==> src/rtl/clkhz_gen4_pkg.sv <==
// Shared defaults and helpers for the four-rate game clock source.
// The board-level defaults are reused by the level mux and the game FSM.
package clkhz_gen4_pkg;

    localparam int unsigned DEF_CLK_FREQ_HZ = 50_000_000;
    localparam int unsigned DEF_BASE_HZ     = 1;
    localparam int unsigned PH_W            = 4;

    // Prescaler terminal count: half of the fastest output period, truncated.
    function automatic int unsigned calc_half(input int unsigned clk_hz,
                                              input int unsigned base_hz);
        return clk_hz / (base_hz * 16);
    endfunction

    // RISE bit n follows phase bit (3-n), so the slowest output maps to the MSB of ph.
    function automatic logic [PH_W-1:0] rise_bits(input logic [PH_W-1:0] ph_cur,
                                                  input logic [PH_W-1:0] ph_nxt);
        logic [PH_W-1:0] r;
        r = '0;
        for (int n = 0; n < PH_W; n++) begin
            r[n] = ~ph_cur[PH_W-1-n] & ph_nxt[PH_W-1-n];
        end
        return r;
    endfunction

endpackage

==> src/rtl/clkhz_gen4_tick_gen.sv <==
// Prescaler for clkhz_gen4: free-running 0..HALF-1 counter with a one-cycle
// TICK_o at the terminal count while enabled.
module tick_gen #(
    parameter int unsigned HALF = 2
) (
    input  logic CLK_i,
    input  logic RST_n_i,
    input  logic EN_i,
    input  logic SYNC_i,
    output logic TICK_o
);

    localparam int unsigned CW = (HALF > 1) ? $clog2(HALF) : 1;
    localparam logic [CW-1:0] LAST = CW'(HALF - 1);

    if (HALF < 2) begin : g_bad_half
        $error("tick_gen: HALF must be at least 2");
    end

    logic [CW-1:0] pre_q, pre_d;
    logic          at_last;

    assign at_last = (pre_q == LAST);
    assign TICK_o  = EN_i & ~SYNC_i & at_last;

    always_comb begin
        pre_d = pre_q;
        if (SYNC_i) begin
            pre_d = '0;
        end else if (EN_i) begin
            pre_d = at_last ? '0 : pre_q + CW'(1);
        end
    end

    always_ff @(posedge CLK_i or negedge RST_n_i) begin
        if (!RST_n_i) begin
            pre_q <= '0;
        end else begin
            pre_q <= pre_d;
        end
    end

endmodule

==> src/rtl/clkhz_gen4.sv <==
// Four phase-aligned square waves at BASE_HZ*1/2/4/8 from the board clock, plus
// registered one-cycle rise pulses for logic that wants enables instead of clocks.
module clkhz_gen4
    import clkhz_gen4_pkg::*;
#(
    parameter int unsigned CLK_FREQ_HZ = DEF_CLK_FREQ_HZ,
    parameter int unsigned BASE_HZ     = DEF_BASE_HZ
) (
    input  logic       CLK_i,
    input  logic       RST_n_i,
    input  logic       EN_i,
    input  logic       SYNC_i,
    output logic       CL0_o,
    output logic       CL1_o,
    output logic       CL2_o,
    output logic       CL3_o,
    output logic [3:0] RISE_o
);

    localparam int unsigned HALF = calc_half(CLK_FREQ_HZ, BASE_HZ);

    logic            tick;
    logic [PH_W-1:0] ph_q, ph_d, ph_inc;
    logic [3:0]      rise_q, rise_d;

    tick_gen #(
        .HALF (HALF)
    ) u_tick_gen (
        .CLK_i   (CLK_i),
        .RST_n_i (RST_n_i),
        .EN_i    (EN_i),
        .SYNC_i  (SYNC_i),
        .TICK_o  (tick)
    );

    assign ph_inc = ph_q + PH_W'(1);

    // tick is already gated by EN_i and SYNC_i, so a frozen cycle just holds ph.
    always_comb begin
        ph_d   = ph_q;
        rise_d = '0;
        if (SYNC_i) begin
            ph_d = '0;
        end else if (tick) begin
            ph_d   = ph_inc;
            rise_d = rise_bits(ph_q, ph_inc);
        end
    end

    always_ff @(posedge CLK_i or negedge RST_n_i) begin
        if (!RST_n_i) begin
            ph_q   <= '0;
            rise_q <= '0;
        end else begin
            ph_q   <= ph_d;
            rise_q <= rise_d;
        end
    end

    assign CL3_o  = ph_q[0];
    assign CL2_o  = ph_q[1];
    assign CL1_o  = ph_q[2];
    assign CL0_o  = ph_q[3];
    assign RISE_o = rise_q;

endmodule

==> config.mk <==
export PLATFORM = sky130hd
export DESIGN_NAME = clkhz_gen4
export DESIGN_NICKNAME = d
export VERILOG_FILES = /design/src/rtl/clkhz_gen4_pkg.sv /design/src/rtl/clkhz_gen4_tick_gen.sv /design/src/rtl/clkhz_gen4.sv
export SDC_FILE = /design/constraint.sdc
export NUM_CORES = 1
export LEC_CHECK = 0
export ABC_CLOCK_PERIOD_IN_PS = 2300
export CORE_MARGIN = 2
export CORE_UTILIZATION = 35
export CTS_BUF_LIST = sky130_fd_sc_hd__clkbuf_2
export CTS_CLUSTER_DIAMETER = 40
export CTS_CLUSTER_SIZE = 12
export DETAILED_ROUTE_END_ITERATION = 12
export MAX_ROUTING_LAYER = met4
export PLACE_DENSITY = 0.56
export SYNTH_ARGS = -nofsm -noshare
export SYNTH_HDL_FRONTEND = slang
export SYNTH_SLANG_ARGS = --single-unit
export TNS_END_PERCENT = 50
==> constraint.sdc <==
create_clock -name CLK_i -period 2.3 [get_ports CLK_i]
set_clock_uncertainty 0.1 [all_clocks]
set_input_delay 0.345 -clock CLK_i [delete_from_list [all_inputs] [get_ports CLK_i]]
set_output_delay 0.345 -clock CLK_i [all_outputs]
set_load 0.01 [all_outputs]
* Yosys cells after proc, flatten, opt, wreduce, memory -nomap -nowiden
Index checks and enable logic that the tools add are counted.
** Word-level totals
- Flip-flop bits (word level) :: 30
- Input bits :: 4
- Output and inout bits :: 8
- Logic and storage cells :: 26
** Operators by class
- Add/subtract/negate cells :: 2
- Equality and inequality tests :: 1
- Mux-type cells :: 7
- Bitwise operators :: 11
- Reduce and logical (&&, ||, !) cells :: 2
** Operators by type and width (count)
- 22-bit two-way mux :: 3
- 22-bit by 1-bit adder with 22-bit output (second input constant) :: 1
- 22-bit == test (second input constant) :: 1
- 4-bit two-way mux :: 4
- 1-bit bitwise AND :: 6
- 1-bit NOT :: 5
- 4-bit by 1-bit adder with 4-bit output (second input constant) :: 1
- 2-bit nonzero test :: 2

* Logic depth before layout (Yosys ltp)
Gate-level depths: netlist of the first run.
- Depth in word-level cells :: 5
- Gate-level depth with buffers :: 8
- Mapped depth without buffers :: 6

* Cells and area by module
Synthesis of the first run repeated with hierarchy kept, for this count alone.
** Unflattened totals
- Cell total of the unflattened synthesis :: 186
- Area, all modules :: 1721.7 µm²
** By module, submodules not included
- tick_gen :: instances 1, cells each 156, area an instance 1356.3 µm², sequential area each 550.5 µm²
- clkhz_gen4 :: instances 1, cells each 30, area an instance 365.4 µm², sequential area each 200.2 µm²

* Worst setup path before layout of the first run
Ideal clock, no wire load.
- Kind :: register to register
- Start point :: reg u_tick_gen.pre_q[3]
- End point :: reg u_tick_gen.pre_q[5]
- Setup time :: 121 ps
- Arrival :: 1688 ps
- Required time :: 2079 ps
- Slack :: 391 ps
- Cell stages (with the launch flop) :: 6
- Path buffers :: 0
- Period minus slack after synthesis :: 1909 ps
- Cell sequence :: dfrtp_1 -> or3b_1 -> or3_4 -> o21ai_4 -> o21ai_1 -> a22o_1
** Between the ends
- Word-level cells in the longest chain between the ends :: 4
- Elaborated cells between the ends (all ways) :: 5
- Classes of those cells :: add/sub: 1; eq/ne: 1; mux: 3
** Ends and longest elaborated chain
- from (decl) :: RTL line clkhz_gen4_tick_gen.sv:20 : logic [CW-1:0] pre_q, pre_d;
- from (signal assigned) :: RTL line clkhz_gen4_tick_gen.sv:39 : pre_q <= pre_d;
- 22-bit by 1-bit adder with 22-bit output or 22-bit == test (tied branches) :: RTL line clkhz_gen4_tick_gen.sv:31, clkhz_gen4_tick_gen.sv:23
- 22-bit two-way mux * :: RTL line clkhz_gen4_tick_gen.sv:31 : pre_d = at_last ? '0 : pre_q + CW'(1);
- 22-bit two-way mux * :: RTL line clkhz_gen4_tick_gen.sv:30 : end else if (EN_i) begin
- 22-bit two-way mux * :: RTL line clkhz_gen4_tick_gen.sv:28 : if (SYNC_i) begin
Mark *: on every way between the ends. The rest lies on a longest branch, timed or not. The select of a mux whose other input is x is not followed.
A chain may end at the register's enable or synchronous reset.

* Final worst setup path of the first run
- Start point :: reg u_tick_gen.pre_q[20]
- End point :: reg u_tick_gen.pre_q[17]
** Between the ends
- Word-level cells in the longest chain between the ends :: 4
** Ends and longest elaborated chain
- 22-bit == test :: RTL line clkhz_gen4_tick_gen.sv:23 : assign at_last = (pre_q == LAST);
- 22-bit two-way mux :: RTL line clkhz_gen4_tick_gen.sv:31
- 22-bit two-way mux :: RTL line clkhz_gen4_tick_gen.sv:30
- 22-bit two-way mux :: RTL line clkhz_gen4_tick_gen.sv:28
No other way between the ends. The select of a mux whose other input is x is not followed.

==> summary.txt, run 1 <==
Global routing
  • Total congestion overflow: 0
  • Vias in the first global route: roughly 1400
  • First-pass GRT wire length: 6860 um
  • Largest net degree at the start of global routing: 31
  • GRT Overall Usage: 16.9%
  • Initial antenna violation count: 0

Clocking
  • Num CTS Buffers: 5
  • Clock root cell: clkbuf_2
  • Clock sink total: 30
  • Post-CTS sizing: 0
  • Worst-Skew Late Latency: 0.37 ns
  • CTS tree: yes
  • Clk slew on worst S/H paths: 0.19 ns
  • Setup Fix Bufs, Post-CTS: 0
  • Longest Clk Path Bufs: 2
  • CTS Hold Buffers Added: 0
  • H-tree Lvls: 2

Yosys
  • Yosys reg bits: 30
  • Synth Instances: 191
  • Unique masters post-synth: 40
  • Synth Cell Area: 1700 um^2
  • Yosys warnings: 0
  • Syn nets: roughly 200
  • Register area share after synthesis: 44.2%
  • Mapped Avg Cell Area: 8.90 um^2

Drt
  • Drc violations: 0
  • Drt initial violations: 53
  • WL/cell: between 10 and 15 um
  • Router iterations before antenna repair: 4
  • Final ANT Viol Nets: 0
  • Final WL: between 3000 and 4000 um
  • M1 WL: 1990 um
  • Vias: around 1500
  • Metal3 WL: 140 um
  • Vias/cell: 5.60
  • Uppermost layer routed: met4
  • Met2 WL: 1750 um

Floorplan
  • Row Count: 25
  • Core area: 4690 um^2
  • Boundary Pins: 12
  • Die height: 73.7 um
  • Die Wd: 73.7 um
  • Starting density of the core: between 30% and 40%
  • Overall die area: around 5400 um^2

Placement
  • Dpl hpwl: 2830 um
  • RePlAce Congestion: 0.877
  • Port bufs: 11
  • Inst Count DP: roughly 260
  • Pre-CTS setup slack: 0.126 ns

Hold path
  • Hold Crit Class: primary input to asynchronous set/reset pin

Cells and area
  • Most frequent cells in the layout: dfrtp_1, a21oi_1, nor2_1, nand2_1
  • Layout Nets: 225
  • Register area: 751 um^2
  • Most common cell after layout, fill and taps aside: dfrtp_1
  • Layout cells sized above 1: around 14%
  • Final cell count without fillers: between 200 and 300
  • Ant. Diodes: 0
  • Filler Cells Inserted: 471
  • Multi-input logic area: approximately 870 um^2
  • Layout area overhead: 18.0%

STA
  • Final setup violation count: 0
  • Slew HR: 71.1%
  • Worst Tran Pin Value: about 0.43 ns
  • Fin worst setup slack: 0.248 ns
  • Fmax: approximately 500 MHz
  • RSZ-0062 raised after global routing: false
  • Period utilization: between 80% and 90%
  • Slew Viols, Final: 0
  • Final Hold Vio Count: 0
  • Setup_tns: 0 ns
  • Final worst path period need: roughly 2.1 ns

Power
  • Total power: 977 uW
  • Peak VDD IR: 0.000254 V
  • P per Cell Area: approximately 490 nW/um^2
  • Leak Pwr: 0.000804 uW

Setup path
  • Crit-path cells: or3b_1 -> or3_4 -> o21ai_4 -> o21ai_0 -> a21bo_1
  • Crit path largest cell delay: 0.46 ns
  • Startpoint class of the critical path: flop
  • Worst Setup End Kind: flop
  • CP Data Required Time: 2.49 ns
  • Critical path buffers and inverters: 0
  • Top Family by Delay on Critical Path: simple AND/OR/NAND/NOR gates
  • Crit path kind: flop to flop
  • Slowest cell on crit path: dfrtp_1
  • Worst Path Arrival: 2.24 ns
  • Crit-path max FO: 9

Run
  • Max-cap violation count: 0

Run status
  • Status: finished, final reports clean
-- per-layer routing --
layer | GRT usage [%] | vias to the layer above
met3 | 4.53 | 6
met5 | - | -
met2 | 23.5 | 32
met1 | 23.8 | 725
li1 | - | 748
met4 | 5.66 | 0
-- where the power goes --
| part | total, uW | leakage [uW] | internal (uW) | switching [uW] |
|---|---|---|---|---|
| clock network | 381 | 0.0000427 | 181 | 200 |
| registers | 535 | 0.000418 | 531 | 3.79 |
| logic | 61.4 | 0.000344 | 21.4 | 40.0 |
| total | 977 | 0.000804 | 733 | 244 |
-- cell usage after synthesis --
library cell | instances | share of area, %
inv_1 | 13 | 2.9
or3_4 | 1 | 0.66
o21bai_1 | 2 | 0.88
nor3_1 | 6 | 1.8
nor2_1 | 14 | 3.1
nand4_1 | 7 | 2.6
and2_1 | 2 | 0.74
clkbuf_1 | 3 | 0.66
buf_2 | 3 | 0.88
nor2b_1 | 1 | 0.37
nor3_2 | 2 | 1.2
a22o_1 | 3 | 1.5
dfrtp_1 | 30 | 44
nor4_1 | 4 | 1.5
a22oi_1 | 1 | 0.44
nand2b_1 | 2 | 0.74
o21ai_4 | 1 | 0.96
and4_1 | 3 | 1.5
o2bb2ai_1 | 1 | 0.52
nand4b_1 | 1 | 0.52
a41oi_1 | 1 | 0.52
o21ai_0 | 13 | 3.8
buf_6 | 1 | 0.66
and3_1 | 3 | 1.1
or4_1 | 1 | 0.44
o211ai_1 | 1 | 0.44
a31oi_1 | 11 | 4.1
or3_1 | 3 | 1.1
nand2_1 | 14 | 3.1
a21bo_1 | 1 | 0.59
nand3_2 | 1 | 0.59
a21oi_1 | 16 | 4.7
ha_1 | 6 | 4.4
a21boi_1 | 1 | 0.44
nand3b_1 | 3 | 1.3
nand3_1 | 9 | 2.7
or2_2 | 3 | 1.1
o21ai_1 | 1 | 0.29
xnor2_1 | 1 | 0.52
or3b_1 | 1 | 0.52
-- worst register-to-register path: stages (launching register included) --
cell     delay [ns]
dfrtp_1        0.46
or3b_1         0.41
or3_4          0.37
o21ai_4        0.26
o21ai_0        0.16
a21bo_1        0.21
-- cell families after synthesis --
| kind of cell | after synthesis | synth area share (%) |
|---|---|---|
| compound gates | 53 | 19.2 |
| xor+xnor | 1 | 0.516 |
| flops | 30 | 44.2 |
| buf+inv | 20 | 5.08 |
| fa+ha+maj | 6 | 4.42 |
| simple gates | 81 | 26.6 |
-- cell type report --
cell class	instances	area share [%]
Tap cell	54	3.37
Multi-Input combinational cell	141	43.2
Clock inverter	3	2.00
Clock buffer	5	1.25
Timing Repair Buffer	24	10.4
Inverter	13	2.43
Sequential cell	30	37.4
-- through the flow --
stage                     hold slack, ns  cell area [um^2]  util (%)
after global routing               0.216              2010      42.7
after detailed placement           0.437              1940      41.4
after floorplan                  -0.0506              1700         -
after global placement             0.423              1940      41.4
final                              0.226              2010      42.7
after CTS                          0.229              2010      42.7
-- sequential cells by signal (all words and copies together), names as in the netlist --
register,flops
RISE_o,4
ph_q,4
u_tick_gen.pre_q,22
-- final timing paths --
path	slack, ns	cells past startpoint	endpoint	startpoint
worst max-delay path	0.25	5	u_tick_gen.pre_q[17]$_DFFE_PN0P_	u_tick_gen.pre_q[20]$_DFFE_PN0P_
worst min-delay path	0.23	2	RISE_o[0]$_DFF_PN0_	RST_n_i
worst max register to register	0.25	5	u_tick_gen.pre_q[17]$_DFFE_PN0P_	u_tick_gen.pre_q[20]$_DFFE_PN0P_
worst min register to register	0.46	2	u_tick_gen.pre_q[21]$_DFFE_PN0P_	u_tick_gen.pre_q[21]$_DFFE_PN0P_
max in group asynchronous	1.56	2	u_tick_gen.pre_q[2]$_DFFE_PN0P_	RST_n_i
min in group CLK_i	0.46	2	u_tick_gen.pre_q[21]$_DFFE_PN0P_	u_tick_gen.pre_q[21]$_DFFE_PN0P_
Note: power is estimated with default switching activity, not from simulation.
==> run 2, diff against run 1 <==
--- a/config.mk
+++ b/config.mk
@@ -12,8 +12,9 @@
 export CTS_CLUSTER_DIAMETER = 40
 export CTS_CLUSTER_SIZE = 12
 export DETAILED_ROUTE_END_ITERATION = 12
+export DONT_BUFFER_PORTS = 1
 export MAX_ROUTING_LAYER = met4
-export PLACE_DENSITY = 0.56
+export PLACE_DENSITY = 0.53
 export SYNTH_ARGS = -nofsm -noshare
 export SYNTH_HDL_FRONTEND = slang
 export SYNTH_SLANG_ARGS = --single-unit
==> constraint.sdc (replaced) <==
create_clock -name CLK_i -period 2.3 [get_ports CLK_i]
set_clock_uncertainty 0.1 [all_clocks]
set_input_delay 0.575 -clock CLK_i [delete_from_list [all_inputs] [get_ports CLK_i]]
set_output_delay 0.575 -clock CLK_i [all_outputs]
set_load 0.01 [all_outputs]
==> summary.txt, run 2 (synthesis results as in run 1) <==
Cells and area
  • Most frequent cells in the layout: dfrtp_1, a21oi_1, nor2_1, nand2_1
  • Most common cell after layout, fill and taps aside: dfrtp_1
  • Layout cells sized above 1: 11.5%
  • Layout Nets: between 200 and 250
  • Layout area overhead: 9.57%
  • Max reg flops: 22
  • Most flop-heavy register: u_tick_gen.pre_q
  • Ant. Diodes: 0
  • Final Cell Area: 1860 um^2

Floorplan
  • Core area: 4690 um^2
  • Boundary Pins: 12
  • Starting density of the core: 36.2%
  • Die Wd: around 74 um
  • Die height: 73.7 um
  • Row Count: 25
  • Overall die area: between 5000 and 6000 um^2

STA
  • Final worst path period need: 2.16 ns
  • Final Hold Vio Count: 0
  • Setup_tns: 0 ns
  • Slew HR: ~48%
  • Final setup violation count: 0
  • Worst Tran Pin Value: 0.773 ns
  • Slew Viols, Final: 0
  • RSZ-0062 raised after global routing: false
  • Period utilization: 93.7%
  • Fmax: between 400 and 500 MHz

Run status
  • Status: finished, final reports clean

Setup path
  • Worst Path Arrival: 2.34 ns
  • Worst R2R End: u_tick_gen.pre_q[5]$_DFFE_PN0P_
  • Worst Setup End Kind: flop
  • Worst R2R Path Depth: 6
  • Worst R2R Start: u_tick_gen.pre_q[1]$_DFFE_PN0P_
  • Crit-path max FO: 9
  • CP Data Required Time: 2.49 ns
  • Crit path kind: flop to flop
  • Slack of the worst reg-to-reg path: around 0.14 ns
  • Startpoint class of the critical path: flop

Power
  • Peak VDD IR: 0.000213 V
  • Leak Pwr: 0.000734 uW
  • P per Cell Area: ~460 nW/um^2

Global routing
  • GRT Overall Usage: 17.7%
  • First-pass GRT wire length: about 7000 um
  • Initial antenna violation count: 0
  • Total congestion overflow: 0
  • Largest net degree at the start of global routing: 31
  • Vias in the first global route: 1464

Drt
  • Drc violations: 0
  • Router iterations before antenna repair: 4
  • Final WL: 4070 um
  • WL/cell: 16.0 um
  • Final ANT Viol Nets: 0
  • Vias/cell: a little under 6
  • Drt initial violations: 62
  • Vias: 1465

Run
  • Max-cap violation count: 0

Clocking
  • H-tree Lvls: 2
  • Num CTS Buffers: 5
  • Clock sink total: 30
  • Worst-Skew Late Latency: 0.39 ns
  • Post-CTS sizing: 0
  • CTS tree: yes
  • Longest Clk Path Bufs: 2
  • Clock root cell: clkbuf_2
  • Clk slew on worst S/H paths: between 0.15 and 0.2 ns

Hold path
  • Hold_sp: SYNC_i
  • Hold EP: ph_q[2]$_DFFE_PN0P_
  • Hold Crit Class: primary input to flop
  • Hold path depth: 1

Placement
  • Port bufs: 0
  • Dpl hpwl: around 2800 um
  • RePlAce Congestion: 0.864
  • DP Area: between 1500 and 2000 um^2
[run 2: cell count changes in the layout (fill, tap and decap cells not counted), sizes merged]
cell           previous run  this run
bufinv                    1         0
clkdlybuf4s50            11         0
buf                      13         7
clkinvlp                  0         1
dlygate4sd3               0         1
[run 2: worst max-delay path, cell delays in order, from the launching register on]
cell	delay [ns]
dfrtp_1	0.44
ha_1	0.18
nand4_1	0.23
or3_4	0.48
o21ai_4	0.27
o21ai_1	0.12
a22o_1	0.24
[run 2: layout make-up]
cell class	count	area, um^2
Multi-Input combinational cell	141	866
Sequential cell	30	751
Fill cell	483	2830
Timing Repair Buffer	8	87.6
Clock buffer	5	25.0
Tap cell	54	67.6
Clock inverter	3	16.3
Inverter	13	48.8
[run 2: timing repair]
| action | 4_1_cts | 5_1_grt |
|---|---|---|
| buffers inserted | 0 | 0 |
| hold buffers | 2 | 0 |
| setup endpoints to repair | 0 | 2 |
| hold endpoints to repair | 30 | 0 |
[run 2: how the worst max path moves through the flow]
stage | startpoint | end | slack [ns] | cells past startpoint
3_5_place_dp | u_tick_gen.pre_q[0]$_DFFE_PN0P_ | u_tick_gen.pre_q[17]$_DFFE_PN0P_ | 0.19 | 6
4_1_cts | u_tick_gen.pre_q[0]$_DFFE_PN0P_ | u_tick_gen.pre_q[5]$_DFFE_PN0P_ | 0.16 | 6
5_1_grt | u_tick_gen.pre_q[0]$_DFFE_PN0P_ | u_tick_gen.pre_q[8]$_DFFE_PN0P_ | 0.007 | 7
6_report | u_tick_gen.pre_q[1]$_DFFE_PN0P_ | u_tick_gen.pre_q[5]$_DFFE_PN0P_ | 0.14 | 6
2_1_floorplan | SYNC_i | u_tick_gen.pre_q[14]$_DFFE_PN0P_ | 0.33 | 7
3_3_place_gp | u_tick_gen.pre_q[0]$_DFFE_PN0P_ | u_tick_gen.pre_q[5]$_DFFE_PN0P_ | 0.25 | 6
[run 2: per-stage QoR]
stage	util (%)	total power [uW]	instances	setup slack, ns	hold WS (ns)
after floorplan	-	576	191	0.332	0.179
after global placement	38.2	586	244	0.246	0.180
after detailed placement	38.2	586	244	0.189	0.180
after CTS	39.7	869	254	0.164	0.113
after global routing	39.7	896	254	0.00694	0.0973
final	39.7	859	254	0.144	0.124
[run 2: where the power goes]
group	internal [uW]	switching, uW	total (uW)
Sequential	531	3.81	534
Combinational	20.5	38.7	59.2
Clock	69.2	196	265
Total	620	238	859
[run 2: layer usage]
metal	GRT usage, %	vias up	share of wire [%]
met5	-	-	0
met2	27.7	34	47
met4	6.06	0	1.2
met1	22.6	715	47
met3	4.12	4	5.0
li1	-	712	-
==> run 3, diff against run 2 <==
--- a/config.mk
+++ b/config.mk
@@ -15,6 +15,7 @@
 export DONT_BUFFER_PORTS = 1
 export MAX_ROUTING_LAYER = met4
 export PLACE_DENSITY = 0.53
+export SETUP_SLACK_MARGIN = 0.2
 export SYNTH_ARGS = -nofsm -noshare
 export SYNTH_HDL_FRONTEND = slang
 export SYNTH_SLANG_ARGS = --single-unit
==> summary.txt, run 3 (synthesis results as in run 1) <==
STA
  • Worst Tran Pin Value: 0.789 ns
  • Period utilization: 90.2%
  • Setup_tns: 0 ns
  • RSZ-0062 raised after global routing: true
  • Slew Viols, Final: 0
  • Fin worst setup slack: 0.225 ns
  • Final Hold Vio Count: 0
  • Worst-case hold slack: 0.136 ns
  • Fmax: roughly 480 MHz
  • Final setup violation count: 0
  • Slew HR: 47.2%
  • Final worst path period need: 2.07 ns

Cells and area
  • Filler Cells Inserted: ~480
  • Final core utilization: 41.6%
  • Layout Nets: 215
  • Ant. Diodes: 0
  • Max reg flops: 22
  • Layout cells sized above 1: 17.5%
  • Layout area overhead: 14.8%
  • Most common cell after layout, fill and taps aside: dfrtp_1
  • Most flop-heavy register: u_tick_gen.pre_q
  • Most frequent cells in the layout: dfrtp_1, a21oi_1, nor2_1, nand2_1
  • Final cell count without fillers: 260

Placement
  • RePlAce Congestion: between 0.8 and 0.9
  • Pre-CTS setup slack: roughly 0.19 ns
  • Port bufs: 0
  • Dpl hpwl: 2840 um
  • Inst Count DP: 244

Global routing
  • Vias in the first global route: 1473
  • Largest net degree at the start of global routing: 31
  • Total congestion overflow: 0
  • Initial antenna violation count: 0
  • First-pass GRT wire length: 7190 um
  • GRT Overall Usage: 18.0%

Clocking
  • Clock root cell: clkbuf_2
  • Longest Clk Path Bufs: 2
  • CTS tree: yes
  • H-tree Lvls: 2
  • Num CTS Buffers: 5
  • Worst-Skew Late Latency: about 0.38 ns
  • Clock sink total: 30
  • Clk slew on worst S/H paths: approximately 0.16 ns

Drt
  • Final WL: slightly above 4000 um
  • Drt initial violations: 101
  • WL/cell: 15.9 um
  • Vias/cell: approximately 5.8
  • Final ANT Viol Nets: 0
  • Drc violations: 0
  • Vias: 1510
  • Router iterations before antenna repair: 4

Floorplan
  • Row Count: 25
  • Die height: between 70 and 80 um
  • Boundary Pins: 12
  • Starting density of the core: 36.2%
  • Die Wd: between 70 and 80 um
  • Core area: 4690 um^2
  • Overall die area: between 5000 and 6000 um^2

Setup path
  • CP Data Required Time: 2.48 ns
  • Worst Path Arrival: 2.26 ns
  • Worst Setup End Kind: flop
  • Critical path startpoint: u_tick_gen.pre_q[3]$_DFFE_PN0P_
  • Crit-path max FO: 5
  • Crit path kind: flop to flop
  • Critical Path End: u_tick_gen.pre_q[5]$_DFFE_PN0P_
  • Worst R2R Start: u_tick_gen.pre_q[3]$_DFFE_PN0P_
  • Crit path largest cell delay: 0.46 ns
  • Slowest cell on crit path: dfrtp_2
  • Slack of the worst reg-to-reg path: 0.23 ns
  • Top Family by Delay on Critical Path: simple AND/OR/NAND/NOR gates
  • Worst R2R Path Depth: 5
  • Stages on the worst setup path: 5
  • Startpoint class of the critical path: flop
  • Crit-path cells: or3b_4 -> or3_4 -> o21ai_4 -> o21ai_1 -> a22o_1
  • Critical path buffers and inverters: 0
  • Worst R2R End: u_tick_gen.pre_q[5]$_DFFE_PN0P_

Run status
  • Status: finished, final reports clean

Run
  • Max-cap violation count: 0

Hold path
  • Hold Crit Class: primary input to flop
  • Hold path depth: 1

Power
  • Leak Pwr: 0.000779 uW
  • Peak VDD IR: 0.000215 V
  • P per Cell Area: 442 nW/um^2
run 3: cell types whose count changed in the layout (fill, tap and decap cells not counted), sizes merged:
cell   before  now
o21ai      15   16
buf         7   12
run 3: where the power goes:
part | internal [uW] | total [uW] | switching, uW | leakage [uW]
clock network | 69.3 | 262 | 193 | 0.0000264
registers | 531 | 534 | 3.36 | 0.000415
logic | 24.9 | 66.0 | 41.1 | 0.000338
total | 625 | 862 | 237 | 0.000779
run 3: worst min-delay path by stage:
stage                  from                  end  slack, ns
floorplan           RST_n_i  RISE_o[0]$_DFF_PN0_       0.18
global placement    RST_n_i  RISE_o[2]$_DFF_PN0_       0.18
detailed placement  RST_n_i  ph_q[1]$_DFFE_PN0P_       0.18
CTS                  SYNC_i  ph_q[2]$_DFFE_PN0P_       0.11
global route         SYNC_i  ph_q[0]$_DFFE_PN0P_        0.1
finish               SYNC_i  ph_q[2]$_DFFE_PN0P_       0.14
run 3: area by class of cell:
class,instances,area [um^2],area share [%]
Clock inverter,3,16.3,0.834
Clock buffer,5,25.0,1.28
Multi-Input combinational cell,142,915,46.9
Tap cell,54,67.6,3.46
Timing Repair Buffer,13,125,6.41
Inverter,13,48.8,2.50
Sequential cell,30,753,38.6
run 3: timing repair:
item / CTS / global route
pin swaps: 1 / 3
cloned: 1 / 0
setup buffers: 0 / 5
resized for setup: 0 / 10
hold buffers: 2 / 0
hold endpoints to repair: 30 / 0
setup endpoints to repair: 4 / 20
run 3: metal layers:
| layer | wire length [um] | share of wire [%] | track usage, % |
|---|---|---|---|
| met5 | 0 | 0 | - |
| met4 | 51 | 1.2 | 6.06 |
| met3 | 213 | 5.2 | 4.12 |
| met2 | 1910 | 46 | 27.7 |
| met1 | 1950 | 47 | 23.3 |
run 3: metrics by stage:
step / cell area [um^2] / total power, uW
6_report: 1950 / 862
2_1_floorplan: 1700 / 576
4_1_cts: 1870 / 870
5_1_grt: 1950 / 906
3_5_place_dp: 1790 / 586
3_3_place_gp: 1790 / 586
run 3: worst register-to-register path: stages, from the launching register on:
cell	delay, ns
dfrtp_2	0.46
or3b_4	0.42
or3_4	0.43
o21ai_4	0.24
o21ai_1	0.11
a22o_1	0.24
